`src/rtl/fifo_ctrl_2rd.sv`:
```
`default_nettype none
// ============================================================================
// Module      : fifo_ctrl_2rd
// Description : Pointer/flag controller that turns a 1-write / 2-read
//               register-file RAM into a FIFO with one-entry lookahead.
//               RAM read port 0 (asynchronous) always shows the head entry.
//               RAM read port 1 (synchronous) shows head+1, so a consumer
//               can pop one or two entries per cycle.
// Ports       : clk         - rising-edge clock shared with the RAM
//               reset       - synchronous, active-high reset
//               wr          - push request (data goes straight to RAM w_data)
//               rd          - pop-one request
//               rd2         - pop-two request, has precedence over rd
//               we          - RAM write enable
//               w_addr      - RAM write address (write pointer)
//               r_addr0     - RAM async read address (head pointer)
//               r_addr1     - RAM sync read address for the next cycle
//               full, empty - FIFO status
//               count       - occupancy, 0 .. 2**ADDR_WIDTH
//               peek1_valid - RAM r_data1 holds a valid head+1 entry
//               ovf, udf    - sticky overflow / underflow flags
// Macro       : FIFO_CTRL_OVF_FLAGS_EN - when defined, ovf/udf are real
//               sticky registers; otherwise both are tied to 0.
// Revision    : 1.0 - initial release
// ============================================================================
module fifo_ctrl_2rd #(
    parameter int ADDR_WIDTH = 3
) (
    input  logic                  clk,
    input  logic                  reset,
    input  logic                  wr,
    input  logic                  rd,
    input  logic                  rd2,
    output logic                  we,
    output logic [ADDR_WIDTH-1:0] w_addr,
    output logic [ADDR_WIDTH-1:0] r_addr0,
    output logic [ADDR_WIDTH-1:0] r_addr1,
    output logic                  full,
    output logic                  empty,
    output logic [ADDR_WIDTH:0]   count,
    output logic                  peek1_valid,
    output logic                  ovf,
    output logic                  udf
);

    localparam logic [ADDR_WIDTH:0]   c_depth   = (ADDR_WIDTH+1)'(2**ADDR_WIDTH);
    localparam logic [ADDR_WIDTH:0]   c_cnt_one = (ADDR_WIDTH+1)'(1);
    localparam logic [ADDR_WIDTH:0]   c_cnt_two = (ADDR_WIDTH+1)'(2);
    localparam logic [ADDR_WIDTH-1:0] c_ptr_one = ADDR_WIDTH'(1);
    localparam logic [ADDR_WIDTH-1:0] c_ptr_two = ADDR_WIDTH'(2);

    logic [ADDR_WIDTH-1:0] r_wr_ptr;
    logic [ADDR_WIDTH-1:0] r_rd_ptr;
    logic [ADDR_WIDTH:0]   r_count;
    logic                  r_peek1_valid;

    logic                  w_pop1_ok;
    logic                  w_pop2_ok;
    logic                  w_push_ok;
    logic [ADDR_WIDTH-1:0] w_rd_step;
    logic [ADDR_WIDTH:0]   w_pop_n;
    logic [ADDR_WIDTH-1:0] w_rd_ptr_next;
    logic [ADDR_WIDTH-1:0] w_peek_addr;
    logic [ADDR_WIDTH:0]   w_count_next;
    logic                  w_peek1_next;

    assign full        = (r_count == c_depth);
    assign empty       = (r_count == '0);
    assign count       = r_count;
    assign peek1_valid = r_peek1_valid;

    always_comb begin
        w_pop1_ok     = 1'b0;
        w_pop2_ok     = 1'b0;
        w_push_ok     = 1'b0;
        w_rd_step     = '0;
        w_pop_n       = '0;
        w_rd_ptr_next = r_rd_ptr;
        w_peek_addr   = r_rd_ptr;
        w_count_next  = r_count;
        w_peek1_next  = 1'b0;

        if (!reset) begin
            // A rejected rd2 swallows rd as well: the consumer asked for two.
            w_pop2_ok = rd2 & r_peek1_valid;
            w_pop1_ok = rd & ~rd2 & (r_count != '0);
            // Full FIFO can still take a push when a slot frees this edge.
            w_push_ok = wr & (~full | w_pop1_ok | w_pop2_ok);
        end

        if (w_pop2_ok) begin
            w_rd_step = c_ptr_two;
            w_pop_n   = c_cnt_two;
        end else if (w_pop1_ok) begin
            w_rd_step = c_ptr_one;
            w_pop_n   = c_cnt_one;
        end

        w_rd_ptr_next = r_rd_ptr + w_rd_step;
        w_peek_addr   = w_rd_ptr_next + c_ptr_one;
        w_count_next  = r_count + {{ADDR_WIDTH{1'b0}}, w_push_ok} - w_pop_n;

        // The sync read port returns the old word when written on the same
        // edge, so a write into the peeked slot costs one bubble cycle.
        w_peek1_next = (w_count_next >= c_cnt_two) &
                       ~(w_push_ok & (r_wr_ptr == w_peek_addr));
    end

    assign we      = w_push_ok;
    assign w_addr  = r_wr_ptr;
    assign r_addr0 = r_rd_ptr;
    assign r_addr1 = w_peek_addr;

    always_ff @(posedge clk) begin
        if (reset) begin
            r_wr_ptr      <= '0;
            r_rd_ptr      <= '0;
            r_count       <= '0;
            r_peek1_valid <= 1'b0;
        end else begin
            r_wr_ptr      <= r_wr_ptr + {{(ADDR_WIDTH-1){1'b0}}, w_push_ok};
            r_rd_ptr      <= w_rd_ptr_next;
            r_count       <= w_count_next;
            r_peek1_valid <= w_peek1_next;
        end
    end

`ifdef FIFO_CTRL_OVF_FLAGS_EN
    logic r_ovf;
    logic r_udf;

    always_ff @(posedge clk) begin
        if (reset) begin
            r_ovf <= 1'b0;
            r_udf <= 1'b0;
        end else begin
            if (wr & ~w_push_ok) begin
                r_ovf <= 1'b1;
            end
            if ((rd | rd2) & ~(w_pop1_ok | w_pop2_ok)) begin
                r_udf <= 1'b1;
            end
        end
    end

    assign ovf = r_ovf;
    assign udf = r_udf;
`else
    assign ovf = 1'b0;
    assign udf = 1'b0;
`endif

endmodule
`default_nettype wire

```
`config.mk`:
```
export PLATFORM = sky130hd
export DESIGN_NAME = fifo_ctrl_2rd
export DESIGN_NICKNAME = d
export VERILOG_FILES = /design/src/rtl/fifo_ctrl_2rd.sv
export SDC_FILE = /design/constraint.sdc
export NUM_CORES = 1
export LEC_CHECK = 0
export ABC_AREA = 0
export BUFFER_PORTS_ARGS = -buffer_cell sky130_fd_sc_hd__buf_2
export CAP_MARGIN = 10
export CORE_MARGIN = 2
export CORE_UTILIZATION = 50
export DETAILED_ROUTE_END_ITERATION = 10
export PLACE_DENSITY = 0.79
export SYNTH_ARGS = -nofsm -noshare
export SYNTH_HDL_FRONTEND = slang
export SYNTH_SLANG_ARGS = --single-unit
```
`constraint.sdc`:
```
create_clock -name clk -period 5.15 [get_ports clk]
set_input_delay 1.545 -clock clk [delete_from_list [all_inputs] [get_ports clk]]
set_output_delay 1.545 -clock clk [all_outputs]
set_load 0.01 [all_outputs]
```
==> results.md <==
Run status:
- The flow ran to the end, and the final reports show no timing, DRC or antenna violations.

Setup path:
- The end of the worst register-to-register path is peek1_valid$_SDFF_PP0_.
- The start of the worst register-to-register path is count[2]$_SDFF_PP0_.
- The worst register-to-register path has a setup slack of roughly 2500 ps.
- The worst setup path is launched from an input port.
- The critical path ends at r_addr1[2].
- At the worst endpoint, the required time is ~3600 ps.
- The number of cells on the worst reg-to-reg path is 12.
- The largest fanout on the critical path is 4.
- In this run the worst setup path begins at rd2.
- The worst setup path category is in2out.
- The capturing element type of the critical path is an output port.
- At the worst endpoint, the arrival time is ~3300 ps.

Synth:
- Among all flip-flop cells after synthesis, the most frequent one is dfxtp_1.
- Each instance of the synthesized netlist takes up on average just over 10 um^2.
- The share of synthesized flip-flops with an asynchronous set or reset is 0.
- Summing every instance area after synthesis gives 731 um^2.
- The number of distinct standard cells referenced by the synthesized netlist is 29.
- The Yosys warning count is 0.
- The count of flip-flops with a built-in enable after synthesis is 0.
- The sequential fraction of the synthesis area is 0.301.
- The number of register bits inferred by synthesis is 11.
- The number of instances in the synthesized netlist is 72.

Pwr:
- The clock power share is 0.152.
- Dividing total power by cell area gives a power density of between 400 and 500 nW/um^2.
- Internal power comes to between 0.2 and 0.25 mW.
- The share of total power dissipated in sequential elements is 0.302.
- The share of total power consumed by net switching is 0.397.
- For this design the static power due to leakage is 0.451 nW.
- In this run the power spent charging and discharging nets is about 0.16 mW.
- IR analysis of the VDD net gives a maximum drop of between 200 and 250 uV.
- Of the total power, combinational logic draws 0.546.

Layout:
- In the final layout, the share of cells above drive strength 1 is 0.333.
- Relative to the synthesized area, the layout overhead comes to 19.3%.
- The number of diodes added for antenna fixing is 0.
- The final net count is roughly 110.

Routing:
- The number of vias per cell after detailed routing is 4.86.
- In this run the remaining antenna-violating nets after routing total 0.
- The total wire length is roughly 1.3 mm.
- The final route contains ~540 vias.
- After detailed routing, the average wire length per cell comes to between 10 and 15 um.
- The residual DRC count is 0.
- The initial DRC count is 3.
- The detailed-routing iteration count for the pre-antenna-repair pass is 4.

Clock network:
- The TritonCTS clock tree is built.
- The clock passes through at most 2 buffers.
- The root buffer cell chosen for the clock tree is clkbuf_4.
- The total number of H-tree levels is 1.
- Clock tree synthesis found a total of 11 sinks.
- The number of post-CTS setup repair buffers is 0.
- In this run, post-CTS hold repair placed 0 buffers.
- The clock reaches the later pin of the worst-skew pair after around 270 ps.
- The number of gates given a new drive strength after cts is 0.
- The number of clock buffers added by TritonCTS is 3.
- Clock-pin slew was measured on the worst setup and hold paths at approximately 70 ps.

Floorplanning:
- The floorplan has 13 rows.
- The starting utilization of the core area is 0.548.
- The vertical extent of the die is around 42 um.
- The die outline width is between 40 and 50 um.
- The floorplan step defined a die boundary enclosing 1780 um^2.
- 24 I/O pins were placed.
- The area of the core is about 1300 um^2.

Global routing:
- The number of global-route vias before repair is roughly 550.
- The first global-routing pass estimated 2.33 mm of wire.
- The number of antenna violations at the first check in global routing came to 0.
- The largest net degree at the start of global routing is 11.
- The final global-route overflow total is 0.
- For this run, the total global-route usage over all layers was measured as 0.167.

Timing:
- The final critical delay including setup and external delays is about 4800 ps.
- The final total negative setup slack is 0 ps.
- Setup violations remaining at the end of the flow were counted as 0.
- The worst clock skew is 7.50 ps.
- The hold violation total from the final report is 0.
- Setup repair after global routing left no endpoint under its margin.
- The final count of pins violating max slew is 0.
- On the final layout, the worst hold slack is 552 ps.
- Static timing analysis puts the maximum clock frequency at approximately 0.21 GHz.
- In the finished design, the share of the clock period the worst path needs comes to 0.936.

Place:
- The quantity of I/O buffers inserted on ports is 21.
- Routability-driven placement finished with a final weighted congestion of between 0.7 and 0.8.

Flow run:
- Max-cap violations in this run came to 0.

Min path:
- The type of the tightest min-delay check is reg2reg.
- Along the worst hold path, the cell count comes to 2.
## per-stage QoR
stage          total power, mW  worst slack [ps]  cell area, um^2  cells   util
2_1_floorplan            0.284               633              734     73      -
3_5_place_dp             0.345               301              846    107  0.634
4_1_cts                  0.408               313              872    111  0.654
3_3_place_gp             0.341               372              846    107  0.634
5_1_grt                  0.441               226              872    111  0.654
6_report                 0.407               327              872    111  0.654
## worst min-delay path by stage
stage	slack, ps	startpoint	to
final	550	w_addr[2]$_SDFF_PP0_	w_addr[2]$_SDFF_PP0_
after global routing	620	w_addr[2]$_SDFF_PP0_	w_addr[2]$_SDFF_PP0_
after CTS	550	w_addr[2]$_SDFF_PP0_	w_addr[2]$_SDFF_PP0_
after detailed placement	540	w_addr[2]$_SDFF_PP0_	w_addr[2]$_SDFF_PP0_
after global placement	540	r_addr0[2]$_SDFF_PP0_	r_addr0[2]$_SDFF_PP0_
after floorplan	560	w_addr[2]$_SDFF_PP0_	w_addr[2]$_SDFF_PP0_
## cells by family (layout without fill, tap and decap cells)
kind of cell | after synthesis | in the layout | share of synthesized area
other | 1 | 2 | 0.00513
xor gates and xnor gates | 8 | 8 | 0.135
buffers and inverters | 11 | 34 | 0.0685
muxes | 1 | 1 | 0.0154
DFF | 11 | 11 | 0.301
AOI/OAI and AO/OA | 4 | 4 | 0.0479
and+or+nand+nor | 25 | 25 | 0.218
adders and majority gates | 11 | 11 | 0.209
## routing by layer
layer / up-vias / global-route usage / part of all wire
met4: 0 / 0.0875 / 0.027
met2: 13 / 0.274 / 0.48
li1: 275 / - / -
met5: - / 0 / 0
met1: 247 / 0.217 / 0.47
met3: 4 / 0.0129 / 0.028
## worst max-delay path, stage by stage
cell,delay (ps)
buf_2,100
nand2b_2,210
nor3_4,210
nand2_1,100
fa_1,500
inv_1,50
ha_1,180
xnor3_2,230
buf_2,150
## synth_stat cells (all sizes together), types with 3 or more instances
| library cell | count | area [um^2] |
|---|---|---|
| ha | 9 | 113 |
| buf | 3 | 20.0 |
| xnor2 | 4 | 35.0 |
| nor2b | 4 | 25.0 |
| nand2 | 4 | 15.0 |
| inv | 8 | 30.0 |
| nor2 | 7 | 26.3 |
| dfxtp | 11 | 220 |
## placed cells by master, fill, tap and decap left out, types with 3 or more instances in the layout
cell and n:
dfxtp_1 11, nand2_1 4, clkbuf_4 3, nor2b_1 4, buf_2 21, inv_1 8, xnor2_1 4, nor2_1 7
ha_1 9
## power groups by stage
stage	registers, mW	logic [mW]	clock network [mW]
floorplan	0.133	0.151	0
global placement	0.124	0.216	0
detailed placement	0.125	0.221	0
CTS	0.123	0.223	0.0615
global route	0.126	0.249	0.0659
finish	0.123	0.222	0.0619
## layout make-up
| type | count | area [um^2] |
|---|---|---|
| inverters | 8 | 30.0 |
| multi-input cells | 51 | 464 |
| clock buffers | 4 | 26.3 |
| repair buffers | 22 | 113 |
| well taps | 15 | 18.8 |
| fillers | 106 | 462 |
| flip-flops and latches | 11 | 220 |
## registers in the layout, indices dropped and copies added (netlist names)
register / cells
peek1_valid: 1
w_addr: 3
count: 4
r_addr0: 3
Power figures use the tool's default switching activity.
